**src/rtl/stopwatch_ctrl_if.sv**
```systemverilog
// Button, overflow and control/status signals between the stopwatch
// controller (slave) and the logic that drives it and consumes its outputs (master).
interface stopwatch_ctrl_if;
    logic       btn_ss;
    logic       btn_lr;
    logic       ovf_in;
    logic       tick;
    logic       cnt_clr;
    logic       lap_hold;
    logic       ovf;
    logic [1:0] state;

    modport master (
        output btn_ss, btn_lr, ovf_in,
        input  tick, cnt_clr, lap_hold, ovf, state
    );

    modport slave (
        input  btn_ss, btn_lr, ovf_in,
        output tick, cnt_clr, lap_hold, ovf, state
    );
endinterface

```
**src/rtl/stopwatch_ctrl.sv**
```systemverilog
// Stopwatch control FSM: decodes start/stop and lap/reset pulses, prescales
// clk into the counter-chain tick, and raises clear, lap-freeze and overflow.
module stopwatch_ctrl #(
    parameter int DIV   = 1000000,
    parameter int DIV_W = 20
) (
    input  logic                 clk,
    input  logic                 rst,
    stopwatch_ctrl_if.slave      bus
);

    typedef enum logic [1:0] {
        IDLE = 2'b00,
        RUN  = 2'b01,
        STOP = 2'b10,
        LAP  = 2'b11
    } state_t;

    localparam logic [DIV_W-1:0] P_MAX = DIV_W'(DIV - 1);

    state_t           state_q, state_d;
    logic [DIV_W-1:0] p_q, p_d;
    logic             tick_q, tick_d;
    logic             clr_q, clr_d;
    logic             hold_q, hold_d;
    logic             ovf_q, ovf_d;

    always_comb begin
        // NOTE: every signal driven here gets a default first, so no path can infer a latch.
        state_d = state_q;
        hold_d  = hold_q;
        ovf_d   = ovf_q;
        clr_d   = 1'b0;
        p_d     = p_q;
        tick_d  = 1'b0;

        // btn_ss is tested before btn_lr everywhere, so it wins a simultaneous press.
        case (state_q)
            IDLE: begin
                if (bus.btn_ss) state_d = RUN;
            end
            RUN: begin
                if (bus.ovf_in) begin
                    state_d = STOP;
                    ovf_d   = 1'b1;
                end else if (bus.btn_ss) begin
                    state_d = STOP;
                end else if (bus.btn_lr) begin
                    state_d = LAP;
                    hold_d  = 1'b1;
                end
            end
            LAP: begin
                if (bus.ovf_in) begin
                    state_d = STOP;
                    ovf_d   = 1'b1;
                    hold_d  = 1'b0;
                end else if (bus.btn_ss) begin
                    state_d = STOP;
                    hold_d  = 1'b0;
                end else if (bus.btn_lr) begin
                    state_d = RUN;
                    hold_d  = 1'b0;
                end
            end
            STOP: begin
                if (bus.btn_ss) begin
                    if (!ovf_q) state_d = RUN;
                end else if (bus.btn_lr) begin
                    state_d = IDLE;
                    clr_d   = 1'b1;
                    ovf_d   = 1'b0;
                end
            end
            default: state_d = IDLE;
        endcase

        // Prescaler acts on the current state; STOP keeps the partial period.
        if (state_q == RUN || state_q == LAP) begin
            if (p_q == P_MAX) begin
                p_d    = '0;
                tick_d = 1'b1;
            end else begin
                p_d = p_q + DIV_W'(1);
            end
        end else if (state_q == IDLE || clr_d) begin
            p_d = '0;
        end
    end

    always_ff @(posedge clk or negedge rst) begin
        if (!rst) begin
            state_q <= IDLE;
            p_q     <= '0;
            tick_q  <= 1'b0;
            clr_q   <= 1'b0;
            hold_q  <= 1'b0;
            ovf_q   <= 1'b0;
        end else begin
            // NOTE: non-blocking updates so every register samples the same pre-edge values.
            state_q <= state_d;
            p_q     <= p_d;
            tick_q  <= tick_d;
            clr_q   <= clr_d;
            hold_q  <= hold_d;
            ovf_q   <= ovf_d;
        end
    end

    assign bus.state    = state_q;
    assign bus.tick     = tick_q;
    assign bus.cnt_clr  = clr_q;
    assign bus.lap_hold = hold_q;
    assign bus.ovf      = ovf_q;

endmodule

```
**src/flat_wrapper.sv**
```systemverilog
// flat-port wrapper written by rule: the top's interface ports become plain ports
module stopwatch_ctrl_flat 
#(
    parameter int DIV   = 1000000,
    parameter int DIV_W = 20
)
  (clk, rst, bus_btn_ss, bus_btn_lr, bus_ovf_in, bus_tick, bus_cnt_clr, bus_lap_hold, bus_ovf, bus_state);
  stopwatch_ctrl_if bus_i ();
  input  logic clk;
  input  logic rst;
  input wire logic [$bits(bus_i.btn_ss)-1:0] bus_btn_ss;
  input wire logic [$bits(bus_i.btn_lr)-1:0] bus_btn_lr;
  input wire logic [$bits(bus_i.ovf_in)-1:0] bus_ovf_in;
  output wire logic [$bits(bus_i.tick)-1:0] bus_tick;
  output wire logic [$bits(bus_i.cnt_clr)-1:0] bus_cnt_clr;
  output wire logic [$bits(bus_i.lap_hold)-1:0] bus_lap_hold;
  output wire logic [$bits(bus_i.ovf)-1:0] bus_ovf;
  output wire logic [$bits(bus_i.state)-1:0] bus_state;
  assign bus_i.btn_ss = bus_btn_ss;
  assign bus_i.btn_lr = bus_btn_lr;
  assign bus_i.ovf_in = bus_ovf_in;
  assign bus_tick = bus_i.tick;
  assign bus_cnt_clr = bus_i.cnt_clr;
  assign bus_lap_hold = bus_i.lap_hold;
  assign bus_ovf = bus_i.ovf;
  assign bus_state = bus_i.state;
  stopwatch_ctrl #(.DIV(DIV), .DIV_W(DIV_W)) u_core (.clk(clk), .rst(rst), .bus(bus_i));
endmodule
```
**config.mk**
```make
export PLATFORM = sky130hd
export DESIGN_NAME = stopwatch_ctrl_flat
export DESIGN_NICKNAME = d
export VERILOG_FILES = /design/src/rtl/stopwatch_ctrl_if.sv /design/src/rtl/stopwatch_ctrl.sv /design/src/flat_wrapper.sv
export SDC_FILE = /design/constraint.sdc
export NUM_CORES = 1
export LEC_CHECK = 0
export CAP_MARGIN = 20
export CORE_MARGIN = 1
export CORE_UTILIZATION = 60
export DETAILED_ROUTE_END_ITERATION = 12
export PLACE_DENSITY_LB_ADDON = 0.3
export SLEW_MARGIN = 0
export SYNTH_ARGS = -nofsm -noshare
export SYNTH_HDL_FRONTEND = slang
export SYNTH_SLANG_ARGS = --single-unit
export TNS_END_PERCENT = 5
```
**constraint.sdc**
```tcl
create_clock -name clk -period 3.09 [get_ports clk]
set_clock_uncertainty 0.05 [all_clocks]
set_input_delay 0.618 -clock clk [delete_from_list [all_inputs] [get_ports clk]]
set_output_delay 0.618 -clock clk [all_outputs]
set_load 0.02 [all_outputs]
```
==> impl_metrics.tcl, run 1 <==
set metrics [dict create \
    status "complete, no violations" \
    wire_per_inst_um 15.2 \
    wirelength_mm 2.88 \
    relSlewSlack 0.448 \
    dp_hpwl_mm 2.03 \
    p_sw_mw 0.449 \
    nets 170 \
    grt_pass1_vias 1131 \
    slowest_stage "a31oi_4" \
    h-tree-depth 1 \
    synth_cells 156 \
    grt_max_degree 36 \
    maxCapViolCount 0 \
    netlist.area_leader.share 0.461 \
    multiInputGateArea_um2 682 \
    rsz0062_at_grt "no" \
    power_density_nw_per_um2 721 \
    seq_area_frac_synth 0.461 \
    ys_ff_latch 26 \
    drc 0 \
    use_met3 0.0303 \
    yosysTopAreaCell "dfrtp_1" \
    coreArea_um2 2210 \
    path_cells "ha_1 -> nand3_1 -> nor2_1 -> a31oi_4 -> a41oi_1 -> a31oi_1" \
    cts_buffers 3 \
    rows 17 \
    drtIter0Drc 44 \
    regArea_um2 651 \
    io_buffers 10 \
    fillCellCount 180 \
    cp.arrival_ns 2.45 \
    die_w_um 50.5 \
    drv_slew 0 \
    yosys-top-cells-area "dfrtp_1, nand2_1, a31oi_1" \
    post-route-min-period_ns 2.27 \
    synth_edf_count 0 \
    via_count 1186 \
    grtUsageTotal 0.261 \
    synth_nets 162 \
    clkLatencyLatePin_ns 0.30 \
    root_buffer "clkbuf_4" \
    clockBufferDepth 2 \
    async_flop_share 1.00 \
    worst_slew_pin_slew_ns 0.829 \
    pre_cts_ws_ns 0.896 \
    hold_violations 0 \
    synthToLayoutAreaGrowth_pct 7.71 \
    synth_most_common_cell "dfrtp_1" \
    layout_setup_ws_ns 0.824 \
    pin_count 11 \
    gr-total-overflow 0 \
    combPwrFrac 0.395 \
    gp_congestion 0.865 \
    finalSetupTns_ns 0 \
    endpoint_kind "flop" \
    drive_gt1_frac 0.0617 \
    cts_tree "done" \
    ir_drop_mv 0.643 \
    clkPwrFrac 0.124 \
    holdWs_ns 0.445 \
    synth.top_cells.by_count "dfrtp_1, nand2_1, a21oi_1, a31oi_1, nand3_1" \
    cts_setup_buffers 0 \
    max_freq_ghz 0.441 \
    synthDistinctLibCells 39 \
    worstPathRequired_ns 3.27 \
    p_sw_frac 0.410 \
    min_path_type "flop to flop" \
    grt_pass1_wl_mm 5.02 \
    cts_hold_buf 0 \
    cp.depth 6 \
    cts_resized 0 \
    synth_flop_cell "dfrtp_1" \
    die_area_um2 2550 \
    met2_usage 0.431 \
    antenna_cells 0 \
    dr.pass1.iters 5 \
    synth.avg_cell_area_um2 9.05 \
    clkTransAtPathRegs_ns 0.13 \
    critPathTopFamily "compound AO/OA/AOI/OAI gates" \
    final.period_utilization 0.733 \
    yosysWarningCount 0 \
    grt_use_met1 0.357 \
    die_y_um 50.5 \
    antenna_found_initial 0 \
    cts.sinks 26 \
    criticalPathCategory "flop to flop" \
    pwr-share-seq 0.481 \
    hold_depth 1 \
    p_int_mw 0.646 \
    cp_max_fo 35 \
    final_cells 190 \
    crit_buf_inv 0 \
    dpl.cell_count 187 \
    setup_viol 0 \
    netlist_area_um2 1410 \
    rr_worst_depth 6 \
    top_usage_layer "met2" \
    viasPerCell 6.24 \
    start_kind "flop" \
    start_util 0.638 \
    total_leakage_power_nw 0.619 \
    max_stage_delay_ns 0.70 \
    postRouteAntennaNets 0 \
]
[stage by stage]
step,instance area [um^2],utilization,total power [mW]
global route,1520,0.687,1.17
finish,1520,0.687,1.10
CTS,1520,0.687,1.10
floorplan,1410,-,0.852
detailed placement,1500,0.677,0.959
global placement,1500,0.677,0.928
[flip-flops by register name, summed over array words and instances, names as in the netlist]
| name | count |
|---|---|
| u_core.p_q | 20 |
| u_core.bus.state | 2 |
| u_core.bus.cnt_clr | 1 |
| u_core.bus.lap_hold | 1 |
| u_core.bus.ovf | 1 |
| u_core.bus.tick | 1 |
[power groups by stage]
stage / combinational, mW / sequential (mW) / clock, mW
6_report: 0.433 / 0.527 / 0.136
5_1_grt: 0.477 / 0.544 / 0.153
4_1_cts: 0.429 / 0.524 / 0.143
3_5_place_dp: 0.428 / 0.531 / 0
3_3_place_gp: 0.404 / 0.525 / 0
2_1_floorplan: 0.323 / 0.529 / 0
[cell families after synthesis]
family	synth area share
AO/OA/AOI/OAI	0.215
XOR/XNOR	0.00621
flip-flops	0.461
multiplexers	0.0222
buffers and inverters	0.0558
adder cells (fa/ha/maj)	0.00886
AND/OR/NAND/NOR	0.231
[final cells by class]
| class | count | share of cell area |
|---|---|---|
| multi-input cells | 116 | 0.449 |
| flip-flops and latches | 26 | 0.428 |
| repair buffers | 11 | 0.0708 |
| well taps | 28 | 0.0230 |
| clock buffers | 3 | 0.0148 |
| inverters | 6 | 0.0148 |
[worst register-to-register path, stage by stage, from the launching register on]
cell	delay (ns)
dfrtp_1	0.43
ha_1	0.24
nand3_1	0.18
nor2_1	0.14
a31oi_4	0.70
a41oi_1	0.25
a31oi_1	0.20
[placed cells by master (no fill, tap or decap), drive strengths merged, types with 2 or more instances in the layout]
master         count
a21oi             13
and2               2
dfrtp             26
a41oi              2
nor3               4
o31ai              2
clkbuf             3
a31oi             14
nor2b              2
o21ai              6
mux2i              2
inv                6
nand4              5
and3               3
nand3             12
a22o               2
nor2              10
nand2             22
clkdlybuf4s50     10
[layer usage]
layer | vias up | share of wire
met5 | - | 0
met4 | 0 | 0.0059
met3 | 2 | 0.028
met2 | 25 | 0.51
met1 | 575 | 0.46
li1 | 584 | -
[path summary, 6_finish.rpt]
path                           startpoint              to  slack [ns]
min                        u_core.p_q[19]  u_core.p_q[19]        0.44
min in group asynchronous             rst   u_core.p_q[8]        0.60
max in group asynchronous             rst   u_core.p_q[0]        2.13
min reg2reg                u_core.p_q[19]  u_core.p_q[19]        0.44
max reg2reg                 u_core.p_q[0]   u_core.p_q[9]        0.82
max                         u_core.p_q[0]   u_core.p_q[9]        0.82
Note: power is estimated with default switching activity, not from simulation.
==> inputs of run 2 (changes only) <==
--- a/config.mk
+++ b/config.mk
@@ -7,7 +7,7 @@
 export LEC_CHECK = 0
 export CAP_MARGIN = 20
 export CORE_MARGIN = 1
-export CORE_UTILIZATION = 60
+export CORE_UTILIZATION = 57
 export DETAILED_ROUTE_END_ITERATION = 12
 export PLACE_DENSITY_LB_ADDON = 0.3
 export SLEW_MARGIN = 0
==> constraint.sdc (replaced) <==
create_clock -name clk -period 2.3 [get_ports clk]
set_clock_uncertainty 0.05 [all_clocks]
set_input_delay 0.46 -clock clk [delete_from_list [all_inputs] [get_ports clk]]
set_output_delay 0.46 -clock clk [all_outputs]
set_load 0.02 [all_outputs]
==> run 2 against run 1 <==
Compared with the run above:
- worst setup slack worse by 0.55 ns
- sequential cell count is the same
- wire length is 4.9% higher
- combinational power rose by 37%
- register-to-register slack lost 0.55 ns
- sequential power increased by 34%
- non-clock buffer count is 1 higher
- sequential share of layout area is 0.86 points lower
- critical path type unchanged
- highest routed layer unchanged
==> impl_metrics.tcl, run 2 (synthesis results as in run 1) <==
set metrics [dict create \
    final_cells 192 \
    viasPerCell 6.46 \
    cp_max_fo 17 \
    drv_slew 0 \
    maxCapViolCount 0 \
    final_cell_mix "dfrtp_1, nand2_1, a31oi_1, a21oi_1, nand3_1" \
    wirelength_mm 3.02 \
    start_util 0.620 \
    io_buffers 10 \
    dp_hpwl_mm 2.09 \
    die_area_um2 2680 \
    largest_reg_flops 20 \
    worst_r2r_endpoint "u_core.p_q[3]" \
    cts.sinks 26 \
    gr-total-overflow 0 \
    rsz0062_at_grt "no" \
    antenna_cells 0 \
    ir_drop_mv 0.978 \
    start_kind "flop" \
    grt_pass1_wl_mm 5.01 \
    total_leakage_power_nw 0.627 \
    clkTransAtPathRegs_ns 0.13 \
    hold_violations 0 \
    cp.arrival_ns 2.19 \
    power_mw 1.49 \
    post-route-min-period_ns 2.02 \
    synthToLayoutAreaGrowth_pct 9.93 \
    holdWs_ns 0.439 \
    postRouteAntennaNets 0 \
    mostFrequentLayoutCell "dfrtp_1" \
    rr_worst_depth 6 \
    clkLatencyLatePin_ns 0.31 \
    rrSetupSlack_ns 0.28 \
    gp_congestion 0.847 \
    criticalPathCategory "flop to flop" \
    grt_max_degree 36 \
    root_buffer "clkbuf_4" \
    cts_tree "done" \
    worst_slew_pin_slew_ns 0.577 \
    layout_setup_ws_ns 0.277 \
    via_count 1241 \
    setup_viol 0 \
    drive_gt1_frac 0.0793 \
    die_y_um 51.8 \
    drc 0 \
    final.period_utilization 0.880 \
    die_w_um 51.8 \
    pin_count 11 \
    cts_hold_buf 0 \
    wire_per_inst_um 15.7 \
    h-tree-depth 1 \
    relSlewSlack 0.612 \
    power_density_nw_per_um2 959 \
    status "complete, no violations" \
    largest_register "u_core.p_q" \
    endpoint_kind "flop" \
    nets 172 \
    finalSetupTns_ns 0 \
    min_path_type "input port to async pin" \
    worstPathRequired_ns 2.46 \
    dr.pass1.iters 4 \
    grt_pass1_vias 1148 \
    grtUsageTotal 0.254 \
    antenna_found_initial 0 \
    pre_cts_ws_ns 0.0766 \
    rows 17 \
    fillCellCount 166 \
    worstReg2RegStart "u_core.p_q[0]" \
    drtIter0Drc 37 \
    clockBufferDepth 2 \
    cts_buffers 3 \
    coreArea_um2 2280 \
    dpl.cell_count 188 \
    max_freq_ghz 0.494 \
]
run 2: changes by cell type in the layout (fill, tap and decap cells not counted):
cell	before	now
buf_4	1	2
a31oi_4	1	2
nor2_2	0	1
nor2_1	9	8
run 2: what timing repair did:
item,CTS,global route
setup buffers,0,0
resized for setup,0,2
endpoints found under the setup margin,0,15
run 2: cell type report:
type	instances	area (um^2)	area share
Clock buffer	3	22.5	0.0145
Inverter	6	22.5	0.0145
Multi-Input combinational cell	117	706	0.455
Sequential cell	26	651	0.419
Tap cell	28	35.0	0.0226
Timing Repair Buffer	12	115	0.0742
run 2: where the power goes:
group | internal (mW) | total, mW | switching, mW
combinational | 0.247 | 0.592 | 0.345
clock | 0.0612 | 0.187 | 0.126
sequential | 0.566 | 0.708 | 0.142
run 2: metrics by stage:
step                instance area, um^2  utilization
floorplan                          1410            -
global placement                   1510        0.661
detailed placement                 1510        0.661
CTS                                1530        0.671
global route                       1550        0.682
finish                             1550        0.682
run 2: how the worst max path moves through the flow:
stage	start	endpoint	slack, ns	cells past startpoint
floorplan	u_core.p_q[12]	u_core.p_q[0]	0.54	5
global placement	u_core.p_q[0]	u_core.p_q[2]	0.20	6
detailed placement	u_core.p_q[0]	u_core.p_q[2]	0.08	6
CTS	u_core.p_q[0]	u_core.p_q[2]	0.08	6
global route	u_core.p_q[1]	u_core.p_q[18]	0.10	6
finish	u_core.p_q[0]	u_core.p_q[3]	0.28	6
run 2: critical path, stage by stage (launching register included):
cell,delay [ns]
dfrtp_1,0.42
ha_1,0.20
nand3_1,0.19
nor2_2,0.35
a31oi_4,0.28
a21o_2,0.26
a22o_1,0.17
run 2: layer usage:
| layer | track usage | up-vias | share of wire |
|---|---|---|---|
| li1 | - | 595 | - |
| met5 | 0 | - | 0 |
| met4 | 0.108 | 0 | 0.018 |
| met3 | 0.0263 | 6 | 0.044 |
| met2 | 0.416 | 37 | 0.47 |
| met1 | 0.340 | 603 | 0.47 |
==> inputs of run 3 (changes only) <==
--- a/config.mk
+++ b/config.mk
@@ -6,10 +6,11 @@
 export NUM_CORES = 1
 export LEC_CHECK = 0
 export CAP_MARGIN = 20
-export CORE_MARGIN = 1
+export CORE_MARGIN = 3
 export CORE_UTILIZATION = 57
 export DETAILED_ROUTE_END_ITERATION = 12
 export PLACE_DENSITY_LB_ADDON = 0.3
+export SETUP_SLACK_MARGIN = 0.1
 export SLEW_MARGIN = 0
 export SYNTH_ARGS = -nofsm -noshare
 export SYNTH_HDL_FRONTEND = slang
==> run 3 against run 2 <==
Compared with the run above:
- sequential share of layout area decreased by 0.63 points
- hold slack improved by 0.0043 ns
- critical path depth unchanged
- first-iteration DRC count grew 38%
- die area grew 16%
- via count fell by 1.4%
- sequential cell count unchanged
- non-clock buffer count is 1 higher
- count of clock-buffer cells in the layout grew 1
- clock power grew 22%
- wire length is 1.2% higher
- critical endpoint unchanged
==> impl_metrics.tcl, run 3 (synthesis results as in run 1) <==
set metrics [dict create \
    nets 173 \
    pre_cts_ws_ns 0.174 \
    antenna_cells 0 \
    io_buffers 10 \
    clkLatencyLatePin_ns 0.31 \
    clkTransAtPathRegs_ns 0.14 \
    cts_hold_buf 0 \
    rr_worst_depth 6 \
    final_cell_mix "dfrtp_1, nand2_1, a31oi_1, a21oi_1, nand3_1" \
    via_count 1224 \
    mostFrequentLayoutCell "dfrtp_1" \
    coreArea_um2 2280 \
    worstPathRequired_ns 2.47 \
    die_w_um 55.8 \
    wire_per_inst_um 15.8 \
    largest_register "u_core.p_q" \
    cp_max_fo 17 \
    pin_count 11 \
    grt_max_degree 36 \
    postRouteAntennaNets 0 \
    wirelength_mm 3.06 \
    rrSetupSlack_ns 0.17 \
    setup_viol 0 \
    criticalPathCategory "flop to flop" \
    rsz0062_at_grt "yes" \
    worst_slew_pin_slew_ns 0.541 \
    maxCapViolCount 0 \
    max_stage_delay_ns 0.46 \
    drtIter0Drc 51 \
    start_util 0.620 \
    hold_violations 0 \
    cts_tree "done" \
    endpoint "u_core.p_q[3]" \
    worst_r2r_endpoint "u_core.p_q[3]" \
    synthToLayoutAreaGrowth_pct 11.6 \
    root_buffer "clkbuf_4" \
    cp.arrival_ns 2.30 \
    worstReg2RegStart "u_core.p_q[0]" \
    cts.sinks 26 \
    ir_drop_mv 0.811 \
    gp_congestion 0.865 \
    h-tree-depth 1 \
    drive_gt1_frac 0.0904 \
    total_leakage_power_nw 0.639 \
    die_y_um 55.8 \
    cp-startpoint "u_core.p_q[0]" \
    finalSetupTns_ns 0 \
    dp_hpwl_mm 2.11 \
    max_freq_ghz 0.469 \
    relSlewSlack 0.638 \
    dr.pass1.iters 4 \
    min_path_type "input port to async pin" \
    antenna_found_initial 0 \
    drc 0 \
    die_area_um2 3110 \
    rows 17 \
    path_cells "ha_1 -> nand3_1 -> nor2_1 -> a31oi_4 -> a21o_2 -> a22o_1" \
    gr-total-overflow 0 \
    slowest_stage "nor2_1" \
    layout_setup_ws_ns 0.166 \
    drv_slew 0 \
    viasPerCell 6.31 \
    final.period_utilization 0.928 \
    grtUsageTotal 0.210 \
    grt_pass1_wl_mm 5.27 \
    start_kind "flop" \
    post-route-min-period_ns 2.13 \
    endpoint_kind "flop" \
    cts_setup_buffers 0 \
    cts_buffers 3 \
    largest_reg_flops 20 \
    clockBufferDepth 2 \
    grt_pass1_vias 1174 \
    power_density_nw_per_um2 974 \
    status "complete, no violations" \
]
## run 3: metal layers
layer / global-route usage / vias to the layer above / part of all wire
met5: 0 / - / 0
met1: 0.290 / 590 / 0.47
met2: 0.334 / 31 / 0.47
li1: - / 599 / -
met4: 0.0868 / 0 / 0.018
met3: 0.0232 / 4 / 0.041
## run 3: how the worst min path moves through the flow
stage                               from                 end  slack (ns)  cells after the start
after CTS                            rst       u_core.p_q[8]        0.44                      2
after global placement    u_core.p_q[19]      u_core.p_q[19]        0.42                      1
after global routing                 rst       u_core.p_q[6]        0.45                      2
after floorplan                      rst  u_core.bus.cnt_clr        0.11                      0
after detailed placement  u_core.p_q[19]      u_core.p_q[19]        0.44                      1
final                                rst       u_core.p_q[6]        0.44                      2
## run 3: critical path: cells and delay by family (launching register included)
family | cells | cell delay [ns]
AO/OA/AOI/OAI | 3 | 0.77
flip-flops | 1 | 0.43
adder cells (fa/ha/maj) | 1 | 0.21
AND/OR/NAND/NOR | 2 | 0.58
## run 3: cell type report
type	instances	area, um^2
repair buffers	13	123
well taps	28	35.0
clock buffers	4	36.3
multi-input cells	117	708
inverters	6	22.5
flip-flops and latches	26	651
fillers	173	701
## run 3: repair_timing
| action | CTS | global route |
|---|---|---|
| endpoints found under the hold margin | 0 | 0 |
| resized for setup | 0 | 2 |
| endpoints found under the setup margin | 0 | 17 |
## run 3: where the power goes
group / leakage (nW) / switching, mW / internal, mW
combinational: 0.268 / 0.344 / 0.247
sequential: 0.350 / 0.148 / 0.566
clock: 0.0210 / 0.133 / 0.0966
## run 3: metrics by stage
stage | instance area, um^2 | power [mW] | utilization | hold WS (ns) | cells
floorplan | 1410 | 1.15 | - | 0.114 | 156
global placement | 1510 | 1.25 | 0.665 | 0.422 | 189
detailed placement | 1510 | 1.29 | 0.665 | 0.441 | 189
CTS | 1550 | 1.51 | 0.681 | 0.441 | 193
global route | 1580 | 1.65 | 0.692 | 0.455 | 194
finish | 1580 | 1.53 | 0.692 | 0.443 | 194
